File: src/rtl/scan_decoder_pkg.sv
// Shared types, constants and the one-hot helper for the scan decoder.
package dec_pkg;

    localparam int unsigned STATE_W      = 2;
    localparam int unsigned ONEHOT_MAX_W = 64;

    typedef enum logic [STATE_W-1:0] {
        ST_IDLE   = 2'd0,
        ST_DIRECT = 2'd1,
        ST_SCAN   = 2'd2
    } state_e;

    localparam logic MODE_DIRECT = 1'b0;
    localparam logic MODE_SCAN   = 1'b1;

    // One-hot of idx; all zeros when idx is not a legal line for out_w lines.
    function automatic logic [ONEHOT_MAX_W-1:0] onehot(input int unsigned idx,
                                                       input int unsigned out_w);
        logic [ONEHOT_MAX_W-1:0] v;
        v = '0;
        if ((idx < out_w) && (idx < ONEHOT_MAX_W)) begin
            v = ONEHOT_MAX_W'(1) << idx;
        end
        return v;
    endfunction

endpackage

File: src/rtl/scan_decoder_dwell_timer.sv
// Dwell timer: tick marks the last of every DWELL consecutive run cycles.
module dwell_timer #(
    parameter int unsigned DWELL = 1
) (
    input  logic clk,
    input  logic rst,
    input  logic clr,
    input  logic run,
    output logic tick
);

    localparam int unsigned      CNT_W    = $clog2(DWELL) + 1;
    localparam logic [CNT_W-1:0] CNT_LAST = CNT_W'(DWELL - 1);

    logic [CNT_W-1:0] cnt_q;

    // clr has priority so a restart never produces a stray tick
    assign tick = run && !clr && (cnt_q == CNT_LAST);

    // Count run cycles, folding back to zero on each tick
    always_ff @(posedge clk) begin
        if (rst || clr) begin
            cnt_q <= '0;
        end else if (run) begin
            cnt_q <= tick ? '0 : cnt_q + CNT_W'(1);
        end
    end

endmodule

File: src/rtl/scan_decoder.sv
// Registered one-hot decoder with DIRECT decode and auto-stepping SCAN mode.
module scan_decoder
    import dec_pkg::*;
#(
    parameter int unsigned SEL_W = 3,
    parameter int unsigned OUT_W = 2 ** SEL_W,
    parameter int unsigned DWELL = 1
) (
    input  logic             clk,
    input  logic             rst,
    input  logic             ena,
    input  logic             mode,
    input  logic             load,
    input  logic [SEL_W-1:0] data_in,
    output logic [OUT_W-1:0] data_out,
    output logic [SEL_W-1:0] idx_out,
    output logic             valid,
    output logic             wrap
);

    state_e           state_q;
    state_e           state_d;
    logic [OUT_W-1:0] data_out_d;
    logic [SEL_W-1:0] idx_d;
    logic             valid_d;
    logic             wrap_d;

    logic din_ok;
    logic idx_last;
    logic stay_scan;
    logic load_ok;
    logic timer_clr;
    logic tick;

    assign din_ok    = 32'(data_in) < OUT_W;
    assign idx_last  = 32'(idx_out) == (OUT_W - 1);
    // Only a cycle that stays in SCAN counts dwell or accepts a load
    assign stay_scan = (state_q == ST_SCAN) && (state_d == ST_SCAN);
    assign load_ok   = stay_scan && load && din_ok;
    assign timer_clr = !stay_scan || load_ok;

    dwell_timer #(
        .DWELL (DWELL)
    ) u_dwell_timer (
        .clk  (clk),
        .rst  (rst),
        .clr  (timer_clr),
        .run  (stay_scan),
        .tick (tick)
    );

    // State register
    always_ff @(posedge clk) begin
        if (rst) begin
            state_q <= ST_IDLE;
        end else begin
            state_q <= state_d;
        end
    end

    // Next-state: ena=0 always returns to IDLE, otherwise mode picks the state
    always_comb begin
        state_d = state_q;
        unique case (state_q)
            ST_IDLE: begin
                if (ena) begin
                    state_d = (mode == MODE_SCAN) ? ST_SCAN : ST_DIRECT;
                end
            end
            ST_DIRECT: begin
                if (!ena) begin
                    state_d = ST_IDLE;
                end else if (mode == MODE_SCAN) begin
                    state_d = ST_SCAN;
                end
            end
            ST_SCAN: begin
                if (!ena) begin
                    state_d = ST_IDLE;
                end else if (mode == MODE_DIRECT) begin
                    state_d = ST_DIRECT;
                end
            end
            default: state_d = ST_IDLE;
        endcase
    end

    // Output values for the state being entered; SCAN entry restarts at index 0
    always_comb begin
        data_out_d = '0;
        idx_d      = '0;
        valid_d    = 1'b0;
        wrap_d     = 1'b0;
        unique case (state_d)
            ST_DIRECT: begin
                idx_d = data_in;
                if (din_ok) begin
                    data_out_d = OUT_W'(onehot(32'(data_in), OUT_W));
                    valid_d    = 1'b1;
                end
            end
            ST_SCAN: begin
                if (!stay_scan) begin
                    idx_d = '0;
                end else if (load_ok) begin
                    idx_d = data_in;
                end else if (tick) begin
                    if (idx_last) begin
                        idx_d  = '0;
                        wrap_d = 1'b1;
                    end else begin
                        idx_d = idx_out + SEL_W'(1);
                    end
                end else begin
                    idx_d = idx_out;
                end
                data_out_d = OUT_W'(onehot(32'(idx_d), OUT_W));
                valid_d    = 1'b1;
            end
            default: ;
        endcase
    end

    // Output registers; idx_out doubles as the scan index
    always_ff @(posedge clk) begin
        if (rst) begin
            data_out <= '0;
            idx_out  <= '0;
            valid    <= 1'b0;
            wrap     <= 1'b0;
        end else begin
            data_out <= data_out_d;
            idx_out  <= idx_d;
            valid    <= valid_d;
            wrap     <= wrap_d;
        end
    end

endmodule

File: config.mk
export PLATFORM = sky130hd
export DESIGN_NAME = scan_decoder
export DESIGN_NICKNAME = d
export VERILOG_FILES = /design/src/rtl/scan_decoder_pkg.sv /design/src/rtl/scan_decoder_dwell_timer.sv /design/src/rtl/scan_decoder.sv
export SDC_FILE = /design/constraint.sdc
export NUM_CORES = 1
export LEC_CHECK = 0
export ABC_AREA = 1
export BUFFER_PORTS_ARGS = -buffer_cell sky130_fd_sc_hd__buf_4
export CAP_MARGIN = 10
export CORE_MARGIN = 10
export CORE_UTILIZATION = 48
export DETAILED_ROUTE_END_ITERATION = 8
export PLACE_DENSITY = 0.75
export SLEW_MARGIN = 20
export SYNTH_ARGS = -nofsm -noshare
export SYNTH_HDL_FRONTEND = slang
export SYNTH_SLANG_ARGS = --single-unit
File: constraint.sdc
create_clock -name clk -period 2.2 [get_ports clk]
set_input_delay 0.66 -clock clk [delete_from_list [all_inputs] [get_ports clk]]
set_output_delay 0.66 -clock clk [all_outputs]
set_load 0.05 [all_outputs]
# Word level (Yosys, flattened, before mapping)
# Cells that the tools add are included.
# word_totals
reg_bits	16
in_bits	8
out_inout_bits	13
# classes
add_sub_neg	2
n_eq_ne	5
shift	2
mux	17
bitwise_logic	4
reduce_logical	11
# ops
cell	count
$pmux W8 S2	1
$shl A1 B3 Y8 const A	2
$mux W3	5
$mux W2	6
$pmux W2 S3	1
$pmux W3 S2	1
$reduce_or A5 Y1	1
$eq A2 B1 Y1 const B	2
$eq A2 B2 Y1 const B	2
$logic_and A1 B1 Y1	4
$not A1 Y1	4
$add A3 B1 Y3 const B	1
$eq A3 B3 Y1 const B	1
$mux W1	3
$logic_not A1 Y1	2
$logic_not A2 Y1	1
$logic_or A1 B1 Y1	2
$reduce_or A2 Y1	1
$add A1 B1 Y1 const B	1

# Longest topological paths before layout
# logic_depth
word_depth	16
ltp_mapped	14

# Hierarchy
# A second synthesis with hierarchy kept.
# unflattened
hier_cells	99
area_unflattened_um2	729.4
# by_module_without_submodules
mod	instances	cells_each	area_each_um2	seq_area_each_um2
scan_decoder	1	90	679.4	300.3
dwell_timer	1	9	50.0	20.0

# Least setup slack after synthesis
# OpenSTA, ideal clock, no wires.
# synth_timing
path_kind	input to register
from	input port ena
to	register data_out[0]
setup_ps	65
arrival_time_ps	1743
required_time_ps	2135
slack_ps	393
stages	11
cell_sequence	nand2_1 nor2_1 inv_1 ha_1 nand2_2 nor2_4 nand2_2 nand3_1 a21oi_1 nand3_1 nor2_1
# synth_via
elab_chain_cells	15
elab_cells_between_ends	19
# synth_rtl
element	line	text
start: declaration	scan_decoder.sv:11	input logic ena,
$mux W2 (on tied branches)	scan_decoder.sv:78, scan_decoder.sv:66, scan_decoder.sv:71	
$pmux W2 S3 (*)	scan_decoder.sv:64	unique case (state_q)
net state_d[0]	scan_decoder.sv:22	state_e state_d;
$eq A2 B2 Y1	scan_decoder.sv:38, scan_decoder.sv:94	
$logic_and A1 B1 Y1	scan_decoder.sv:38	assign stay_scan = (state_q == ST_SCAN) && (state_d == ST_SCAN);
$logic_not A1 Y1 or $logic_and A1 B1 Y1 (tied branches)	-	
$logic_or A1 B1 Y1	scan_decoder.sv:40	assign timer_clr = !stay_scan || load_ok;
$logic_not A1 Y1	scan_decoder_dwell_timer.sv:18	assign tick = run && !clr && (cnt_q == CNT_LAST);
$logic_and A1 B1 Y1 (2 in series)	scan_decoder_dwell_timer.sv:18	
$mux W3	scan_decoder.sv:107	end else if (tick) begin
$mux W3	scan_decoder.sv:105	end else if (load_ok) begin
$mux W3	scan_decoder.sv:103	if (!stay_scan) begin
$mux W3	scan_decoder.sv:94	unique case (state_d)
$shl A1 B3 Y8	scan_decoder_pkg.sv:22	v = ONEHOT_MAX_W'(1) << idx;
$pmux W8 S2 (*)	scan_decoder.sv:94	
end signal: assignment	scan_decoder.sv:132	data_out <= data_out_d;
end: declaration	scan_decoder.sv:15	output logic [OUT_W-1:0] data_out,
# Mark *: on every way through the listed nets, which the timed path passes. The rest lies on a longest branch. The select of a mux whose other input is x is not followed.
# A chain may end at the register's enable or synchronous reset.

# Worst setup path after layout
# layout_timing
from	register state_q[0]
to	register data_out[0]
# layout_via
elab_chain_cells	16
elab_cells_between_ends	24
# layout_rtl
element	line	text
start: declaration	scan_decoder.sv:21	state_e state_q;
start signal: assignment	scan_decoder.sv:57	state_q <= state_d;
$mux W2 (on tied branches)	scan_decoder.sv:80, scan_decoder.sv:73	
$mux W2 (on tied branches)	scan_decoder.sv:78, scan_decoder.sv:71	
$pmux W2 S3 (*)	scan_decoder.sv:64	
net state_d[0]	scan_decoder.sv:22	
$eq A2 B2 Y1	scan_decoder.sv:38, scan_decoder.sv:94	
$logic_and A1 B1 Y1	scan_decoder.sv:38	
$logic_not A1 Y1 or $logic_and A1 B1 Y1 (tied branches)	-	
$logic_or A1 B1 Y1	scan_decoder.sv:40	
$logic_not A1 Y1	scan_decoder_dwell_timer.sv:18	
$logic_and A1 B1 Y1 (2 in series)	scan_decoder_dwell_timer.sv:18	
$mux W3	scan_decoder.sv:107	
$mux W3	scan_decoder.sv:105	
$mux W3	scan_decoder.sv:103	
$mux W3	scan_decoder.sv:94	
$shl A1 B3 Y8	scan_decoder_pkg.sv:22	
$pmux W8 S2 (*)	scan_decoder.sv:94	
# Marked as above.

==> qor.yml <==
worst_setup_path:
  critical_path_class: "register to register"
  crit_required_ns: 2.42
  cp.arrival_ns: 2.09
  critPathCaptureType: "register"
  cp-start-kind: "register"
  worst-path-max-fanout: 5
floorplan:
  start_util_pct: 51.69
  die_y_microns: 57.90
  fp-row-count: 13
  die_area_sq_mm: 0.003352
  core_area_sq_mm: 0.001334
  io_pins: 21
  die_w_microns: 57.90
logic_synthesis:
  yosysWarnings: 0
  synth.most_common_cell: "nor2_1"
  postSynthAreaPerCell_sq_um: 7.746
  synth_edf_count: 0
  synthCells: 89
  synth.ff_latch_count: 16
  postSynth.asyncResetShare_pct: 0
  synth-seq-area-share_pct: 46.46
  synth_area_sq_um: 689.4
  syn_nets: 101
  synth_common_cells: "17 x nor2_1, 16 x dfxtp_1, 16 x nand2_1"
  synth.distinct_cells: 18
  ys.flop_type: "dfxtp_1"
  netlist_top_cells_area: "dfxtp_1 46%, nor2_1 9.3%, nand2_1 8.7%"
  yosys.area.top_type: "dfxtp_1"
  synth_top_area_share_pct: 46.46
cts:
  h-tree-depth: 1
  cts.clk_slew.worst_paths_ns: 0.10
  cts_buffers: 3
  clock_latency_ns: 0.29
  hold_buffers: 0
  cts-root-buf: "clkbuf_4"
  post_cts_buffers: 0
  cts.path.max_buffers: 2
  clock-sinks: 16
  cts_resized: 0
  cts_tree: "done"
detailed_routing:
  drtIter0Drc: 20
  post_drt_wl_per_cell_microns: 12.80
  vias_per_cell: 5.000
  wirelength_mm: 1.638
  drtPass1Iterations: 4
  drc_errors: 0
  dr_total_vias: 640
  postRouteAntennaNets: 0
placed_design:
  placedCellCount: 124
  dp_hpwl_mm: 1.368
  place_worst_setup_slack_ns: 0.06205
  numPortBuffers: 20
  placed_cell_area_sq_um: 858.3
  gp_congestion: 0.8230
finish:
  antenna_cells: 0
  final_cell_count_no_fill: 128
  fin_area_sq_um: 894.6
  layout.nets: 126
  syn_to_final_growth_pct: 29.76
  drive_above_1_share_pct: 30.09
  fin_util_pct: 67.07
global_route:
  antenna_found_initial: 0
  grt_max_degree: 10
  grt_pass1_wl_mm: 2.718
  grt_overflow: 0
  track_usage_pct: 10.18
  grt_pass1_vias: 645
timing:
  finalHoldViolations: 0
  max_freq_mhz: 534.8
  setup_ws_ns: 0.3300
  setup_tns_ns: 0
  fin_worst_skew_ns: 0.008832
  fin_crit_sh_pct: 85.00
  setup_viol: 0
  fin_crit_ns: 1.870
  whs_ns: 0.5473
  rsz0062_at_grt: "no"
  drv_slew: 0
pwr:
  p_leak_nw: 0.4393
  peakVddDrop_mv: 0.3612
  power_density_mw_per_mm2: 641.2
  power_uw: 573.6
run_status:
  status: "finished, final reports clean"
run:
  maxCapViolCount: 0
min_path:
  hold_class: "input port to register"
## critical path, cell delays in order, from the launching register on
cell and delay [ns]:
dfxtp_1 0.41, nand2_1 0.07, nand2_1 0.08, nor2_1 0.06
inv_1 0.08, ha_1 0.26, nand2_2 0.09, nor2_4 0.14
nand2_2 0.10, o21ai_2 0.21, nand3_2 0.15, nor2_1 0.14
## worst paths after layout
path	from	cells after the start	slack, ns	end
worst max-delay path	state_q[0]$_SDFF_PP0_	11	0.33	data_out[0]$_SDFF_PP0_
worst min-delay path	rst	2	0.55	state_q[1]$_SDFF_PP0_
worst max register to register	state_q[0]$_SDFF_PP0_	11	0.33	data_out[0]$_SDFF_PP0_
worst min register to register	u_dwell_timer.cnt_q$_SDFFE_PP0N_	3	0.63	wrap$_SDFF_PP0_
## layer usage
layer  routed length [microns]  GRT usage [%]  up-vias
met5                         0              0        -
met4                        27          5.034        0
met3                       108          3.268        4
met2                       754          17.48       21
met1                       747          10.92      291
li1                          -              -      324
## registers in the layout, summed over array words and instances (netlist names)
signal and count:
valid 1, u_dwell_timer.cnt_q 1, state_q 2, wrap 1, idx_out 3, data_out 8
## cell usage in the layout, fill, tap and decap left out, drive strengths merged
cell / instances
o21ai: 2
conb: 1
a21oi: 4
buf: 20
nor3b: 1
nand4: 1
nor2: 20
dfxtp: 16
ha: 4
nand3: 6
clkbuf: 4
nand2: 21
o21a: 1
nor3: 1
inv: 11
## cell families (layout without fill, tap and decap cells)
kind of cell	Yosys count	count (layout)	share of synthesized area (%)
AO/OA/AOI/OAI	7	7	5.989
adder cells (fa/ha/maj)	4	4	7.260
buffers and inverters	11	35	5.989
flip-flops	16	16	46.46
other	1	1	0.5439
AND/OR/NAND/NOR	50	50	33.76
## where the power goes
group | leakage [nW] | switching, mW | total (mW) | internal (mW)
registers | 0.130 | 0.00430 | 0.301 | 0.297
logic | 0.288 | 0.0516 | 0.0785 | 0.0269
clock network | 0.0210 | 0.0931 | 0.194 | 0.101
total | 0.439 | 0.149 | 0.574 | 0.425
## layout make-up
type	count	area (sq um)
Multi-Input combinational cell	62	327.8
Timing Repair Buffer	20	150.1
Inverter	11	41.29
Fill cell	126	439.2
Sequential cell	16	320.3
Clock buffer	4	36.28
Tap cell	15	18.77
No activity file was read; power rests on OpenSTA's default activity.
